## config.mk

```make
export PLATFORM = sky130hd
export DESIGN_NAME = gpr_wb_arbiter
export DESIGN_NICKNAME = d
export VERILOG_FILES = /design/src/rtl/gpr_wb_arbiter.sv
export SDC_FILE = /design/constraint.sdc
export NUM_CORES = 1
export LEC_CHECK = 0
export CAP_MARGIN = 20
export CORE_MARGIN = 2
export CORE_UTILIZATION = 57
export DETAILED_ROUTE_END_ITERATION = 7
export DONT_BUFFER_PORTS = 1
export PLACE_DENSITY = 0.76
export SLEW_MARGIN = 5
export SYNTH_ARGS = -nofsm -noshare
export SYNTH_HDL_FRONTEND = slang
export SYNTH_SLANG_ARGS = --single-unit
```

## constraint.sdc

```tcl
create_clock -name clk -period 2.85 [get_ports clk]
set_input_delay 0.7125 -clock clk [delete_from_list [all_inputs] [get_ports clk]]
set_output_delay 0.7125 -clock clk [all_outputs]
set_load 0.005 [all_outputs]
```

## src/rtl/gpr_wb_arbiter.sv

```systemverilog
// gpr_wb_arbiter: round-robin share of the GPR write port with a pending-write scoreboard.
// Define GPR_WB_FWD_EN to add writeback forwarding outputs that mask pend_rs/pend_rt.
module gpr_wb_arbiter #(
    parameter int NREQ = 3,
    parameter int DW   = 32,
    parameter int AW   = 5
) (
    input  logic              clk,
    input  logic              clr_n,
    input  logic [NREQ-1:0]   req_valid,
    output logic [NREQ-1:0]   req_ready,
    input  logic [NREQ*AW-1:0] req_rw,
    input  logic [NREQ*DW-1:0] req_data,
    output logic              gpr_wr,
    output logic [AW-1:0]     gpr_rw,
    output logic [DW-1:0]     gpr_busw,
    input  logic              claim_valid,
    input  logic [AW-1:0]     claim_rw,
    input  logic [AW-1:0]     rs,
    input  logic [AW-1:0]     rt,
`ifdef GPR_WB_FWD_EN
    output logic              fwd_rs_hit,
    output logic              fwd_rt_hit,
    output logic [DW-1:0]     fwd_data,
`endif
    output logic              pend_rs,
    output logic              pend_rt
);
    localparam int PW = $clog2(NREQ);
    localparam int NR = 1 << AW;

    logic [PW-1:0] ptr, idx, gidx;
    logic          found;
    logic [AW-1:0] rw_a [NREQ];
    logic [DW-1:0] data_a [NREQ];
    logic [NR-1:0] pend, set_mask, clr_mask;

    for (genvar i = 0; i < NREQ; i++) begin : g_unpack
        assign rw_a[i]   = req_rw[i*AW +: AW];
        assign data_a[i] = req_data[i*DW +: DW];
    end

    // Walk from ptr, wrapping, and take the first valid requester.
    always_comb begin
        idx = ptr;
        gidx = ptr;
        found = 1'b0;
        for (int k = 0; k < NREQ; k++) begin
            if (!found && req_valid[idx]) begin
                found = 1'b1;
                gidx = idx;
            end
            idx = (idx == PW'(NREQ - 1)) ? '0 : idx + 1'b1;
        end
    end

    assign req_ready = found ? NREQ'(1) << gidx : '0;

    always_ff @(posedge clk or negedge clr_n) begin
        if (!clr_n) begin
            gpr_wr   <= 1'b0;
            gpr_rw   <= '0;
            gpr_busw <= '0;
            ptr      <= '0;
        end else begin
            gpr_wr <= found && (rw_a[gidx] != '0);
            if (found) begin
                gpr_rw   <= rw_a[gidx];
                gpr_busw <= data_a[gidx];
                ptr      <= (gidx == PW'(NREQ - 1)) ? '0 : gidx + 1'b1;
            end
        end
    end

    // Set is applied after clear so a new claim beats the retiring write.
    assign set_mask = claim_valid ? NR'(1) << claim_rw : '0;
    assign clr_mask = gpr_wr ? NR'(1) << gpr_rw : '0;

    always_ff @(posedge clk or negedge clr_n) begin
        if (!clr_n)
            pend <= '0;
        else
            pend <= ((pend & ~clr_mask) | set_mask) & ~NR'(1);
    end

`ifdef GPR_WB_FWD_EN
    assign fwd_rs_hit = gpr_wr && gpr_rw == rs && rs != '0;
    assign fwd_rt_hit = gpr_wr && gpr_rw == rt && rt != '0;
    assign fwd_data   = gpr_busw;
    assign pend_rs    = pend[rs] && !fwd_rs_hit;
    assign pend_rt    = pend[rt] && !fwd_rt_hit;
`else
    assign pend_rs = pend[rs];
    assign pend_rt = pend[rt];
`endif
endmodule

```

=== Word-level counts from Yosys, hierarchy flattened ===
Cells that the tools add are included.

* Bitwise gates (word level): 4
* Shift operators: 3
* $add $sub $neg: 3
* Reduce and logical (&&, ||, !) cells: 6
* Equality and inequality tests: 3
* Magnitude comparators: 6
* Multiplexer cells: 27

{| class="wikitable"
|+ Operator list
! cell !! count
|-
| $mux W32 || 4
|-
| $bmux W32 S2 || 1
|-
| $shl A1 B5 Y32 const A || 2
|-
| $and A32 B32 Y32 || 1
|-
| $not A32 Y32 || 1
|-
| $or A32 B32 Y32 || 1
|-
| $lt A5 B6 Y1 const B || 2
|-
| $bmux W1 S5 || 2
|-
| $bmux W5 S2 || 1
|-
| $mux W2 || 5
|-
| $mux W5 || 2
|-
| $lt A2 B3 Y1 const B || 3
|-
| $mux W1 || 8
|-
| $add A2 B1 Y2 const B || 3
|-
| $bmux W1 S2 || 3
|-
| $eq A2 B2 Y1 const B || 3
|-
| $reduce_bool A5 Y1 || 1
|-
| $ge A3 B3 Y1 const B || 1
|-
| $logic_and A1 B1 Y1 || 3
|-
| $mux W3 || 1
|-
| $not A2 Y3 || 1
|-
| $shl A1 B2 Y3 const A || 1
|-
| $logic_not A1 Y1 || 2
|}

* Output and inout bits: 43
* Register bits: 71
* Logic and storage cells: 57
* Input port bits: 132

=== Depth between registers and ports, before layout ===
* Depth in word-level cells: 15
* Mapped depth: 8
* Gate-level depth less buffers: 6

=== Worst setup path after synthesis ===
Ideal clock, no wire load.

* Path type: input to output
* From: input port rs[1]
* To: output port pend_rs
* Buffers on the path: 1
* Arrival time: 2.185 ns
* Required time: 2.138 ns
* Stages: 6
* Slack: -0.048 ns
* Path through: clkbuf_1 mux2_2 nand2_1 o21ai_0 mux4_2 mux2_2

* Cells in the longest elaborated chain, start to end: 2

{| class="wikitable"
|+ Ends and longest elaborated chain
! element !! RTL line !! text
|-
| start, declared || 19 || <nowiki>input logic [AW-1:0] rs,</nowiki>
|-
| $bmux W1 S5 || 93 || <nowiki>assign pend_rs = pend[rs];</nowiki>
|-
| $mux W1 (implied by the code) || 93 ||
|-
| end, declared || 26 || <nowiki>output logic pend_rs,</nowiki>
|}

No other way between the ends. The select of a mux whose other input is x is not followed.

=== Worst setup path in the final report ===
* From: register pend[15]
* To: output port pend_rs

* Cells in the longest elaborated chain, start to end: 2

{| class="wikitable"
|+ Ends and longest elaborated chain
! element !! RTL line !! text
|-
| start, declared || 36 || <nowiki>logic [NR-1:0] pend, set_mask, clr_mask;</nowiki>
|-
| start signal, assigned || 83 || <nowiki>pend <= ((pend & ~clr_mask) | set_mask) & ~NR'(1);</nowiki>
|-
| $bmux W1 S5 || 93 ||
|-
| $mux W1 (implied by the code) || 93 ||
|}

No other way between the ends. The select of a mux whose other input is x is not followed.

==> impl_metrics.py <==
metrics = {
    "flow_run": {
        "cap_violations": 0,
    },
    "setup_path": {
        "reg2reg_from": "ptr[0]",
        "path_max_fanout": 3,
        "cp.required_ps": 2140,
        "max_stage_delay_ps": 480,
        "rrSetupSlack_ps": 750,
        "start_kind": "flop",
        "cp.arrival_ps": 1990,
        "worst-setup-path-type": "flop to output port",
        "worst_path_most_repeated_cell": "mux4_2",
        "slowest_stage": "mux4_2",
        "timing.critical_path.from": "pend[15]",
        "cp_cell_sequence": "mux4_2 > mux4_2 > mux2_2",
        "cp-end-kind": "output port",
    },
    "drt": {
        "drc_errors": 0,
        "wl_per_cell_um": 21.9,
        "drt_iter0_markers": 303,
        "finalWirelength_um": 9870,
        "viasPerCell": 7.23,
        "first_pass_iters": 7,
        "drtAntennaViolNets": 0,
        "vias": 3254,
    },
    "sta": {
        "min_period_ps": 2710,
        "fmax_mhz": 370,
        "final_max_slew_viol_count": 0,
        "tns_ps": 0,
        "hold_viol": 0,
        "setup_viol": 0,
        "worst_pin_slew_ps": 588,
        "rsz0062_at_grt": "no",
        "relSlewSlack": 0.606,
        "period_share": 0.950,
        "finClkSkew_ps": 13.1,
    },
    "pwr": {
        "switching_share": 0.332,
        "power_w": 0.00376,
        "p_per_area_nw_per_um2": 917,
        "irDropWorstVdd_mv": 0.622,
        "power_frac_seq": 0.469,
        "intPower_w": 0.00251,
        "clockPowerShare": 0.258,
        "comb_power_share": 0.273,
        "leakage_nw": 1.55,
        "netSwitchingPower_w": 0.00125,
    },
    "synth": {
        "synth_compound_gate_area_share": 0.277,
        "synth_fp_nets": 511,
        "synth.area.mux_share": 0.118,
        "ys_warn_count": 0,
        "synth_seq_cells": 71,
        "netlist_instances": 379,
        "synth_async_sr_flop_share": 1.00,
        "ys_types": 33,
        "synth_top_family_by_area": "compound AO/OA/AOI/OAI gates",
        "synthXorXnorAreaFrac": 0,
        "synth-edff-count": 0,
        "yosysSeqAreaShare": 0.467,
        "synth_fa_ha_area_frac": 0,
        "synth_area_um2": 3800,
        "synth_simple_gate_area_frac": 0.106,
        "synth_flop_cell": "dfrtp_1",
        "avgSynthCellArea_um2": 10.0,
    },
    "place": {
        "io_buffers": 0,
        "placed_area_um2": 3850,
        "hpwl_um": 7250,
        "gp_congestion": 0.916,
    },
    "clocking": {
        "post_cts_buffers": 0,
        "cts_buffer_depth": 2,
        "numCtsBuffers": 9,
        "holdBufCountCts": 0,
        "cts.clk_slew.worst_paths_ps": 80,
        "cts_root_buf": "clkbuf_8",
        "post_cts_resized": 0,
        "clkLatencyLatePin_ps": 350,
        "tritoncts": "yes",
        "cts_num_sinks": 71,
        "htreeDepth": 3,
    },
    "finish": {
        "syn_to_final_growth_pct": 7.70,
        "finish.net_count": 500,
        "nFillCells": 499,
        "utilization": 0.641,
        "antenna_cells": 0,
        "layout-drive-gt1-share": 0.131,
        "final_area_um2": 4100,
    },
    "global_routing": {
        "grt_max_degree": 72,
        "grt-ovfl-total": 0,
        "antenna_found_initial": 0,
        "grt_pass1_wl_um": 15400,
        "grtUsageTotal": 0.275,
        "grt_pass1_vias": 3066,
    },
    "floorplanning": {
        "die_w_um": 85.7,
        "rows": 29,
        "die-area_um2": 7340,
        "initial_utilization": 0.595,
        "ioPinCount": 175,
        "dieHeight_um": 85.7,
        "coreArea_um2": 6390,
    },
    "status": {
        "status": "complete, no violations",
    },
    "hold_path": {
        "min-delay-path-class": "primary input to asynchronous set/reset pin",
    },
}
-- layout by cell type, fill, tap and decap left out, drive strengths merged --
master,n
a211o,1
a21boi,1
a21oi,32
a222oi,15
a22oi,28
a31o,1
a31oi,1
and2,2
and3,1
buf,5
bufinv,3
clkbuf,9
clkinv,1
clkinvlp,3
dfrtp,71
inv,2
mux2,4
mux4,18
nand2,12
nand2b,9
nand3,6
nand3b,1
nand4,2
nand4b,2
nor2,41
nor2b,7
o211a,1
o21ai,88
o31ai,1
o32a,1
o41ai,1
or2,3
-- final cells by class --
type	instances	area (um^2)	area share
tap	77	96.3	0.0235
clock inverter	7	121	0.0296
multi-input combinational	279	1920	0.469
inverter	2	7.51	0.00183
timing repair buffer	5	50.0	0.0122
sequential	71	1780	0.434
clock buffer	9	124	0.0302
-- cell usage after synthesis, drive strengths merged, types with 3 or more instances --
master	count	area, um^2
a21oi	32	160
nor2	41	154
clkbuf	19	72.6
a22oi	28	210
mux4	18	405
mux2	4	45.0
nand2b	9	56.3
o21ai	88	440
buf	8	38.8
nand2	12	45.0
or2	3	18.8
nand3	6	30.0
nor2b	7	43.8
dfrtp	71	1780
a222oi	15	150
-- state kept, by name, indices dropped and copies added, names as in the netlist --
name	count
gpr_busw	32
pend	31
gpr_rw	5
ptr	2
gpr_wr	1
-- cells by family after synthesis --
family,count (synthesis)
and+or+nand+nor,86
DFF,71
muxes,22
AOI/OAI and AO/OA,171
buffers and inverters,29
-- stage by stage --
stage	cells	hold slack (ps)	setup WS (ps)
floorplan	379	417	34.6
global placement	434	418	207
detailed placement	434	418	181
CTS	450	25.6	118
global route	450	25.5	84.0
finish	450	52.4	144
-- power by group through the flow --
| stage | Clock [W] | Sequential, W | Combinational [W] |
|---|---|---|---|
| after detailed placement | 0 | 0.00177 | 0.00102 |
| after global placement | 0 | 0.00176 | 0.000970 |
| final | 0.000970 | 0.00176 | 0.00102 |
| after floorplan | 0 | 0.00161 | 0.000893 |
| after global routing | 0.00103 | 0.00181 | 0.00115 |
| after CTS | 0.000993 | 0.00176 | 0.00102 |
-- worst max-delay path: cells and delay by family (launching register included) --
kind,cells,cell delay (ps)
flops,1,410
mux,3,1230
-- layer usage --
| metal | share of wire | GRT usage |
|---|---|---|
| met5 | 0 | 0 |
| met4 | 0.016 | 0.108 |
| met3 | 0.11 | 0.104 |
| met2 | 0.51 | 0.452 |
| met1 | 0.37 | 0.329 |
-- worst paths after layout --
path                                 to  cells after the start
setup reg to reg                 gpr_wr                      7
max in group asynchronous      pend[20]                      0
hold / removal             gpr_busw[31]                      0
setup / recovery                pend_rs                      3
hold reg to reg                pend[19]                      2
min in group clk           gpr_busw[17]                      2
(Power assumes the default switching activity.)
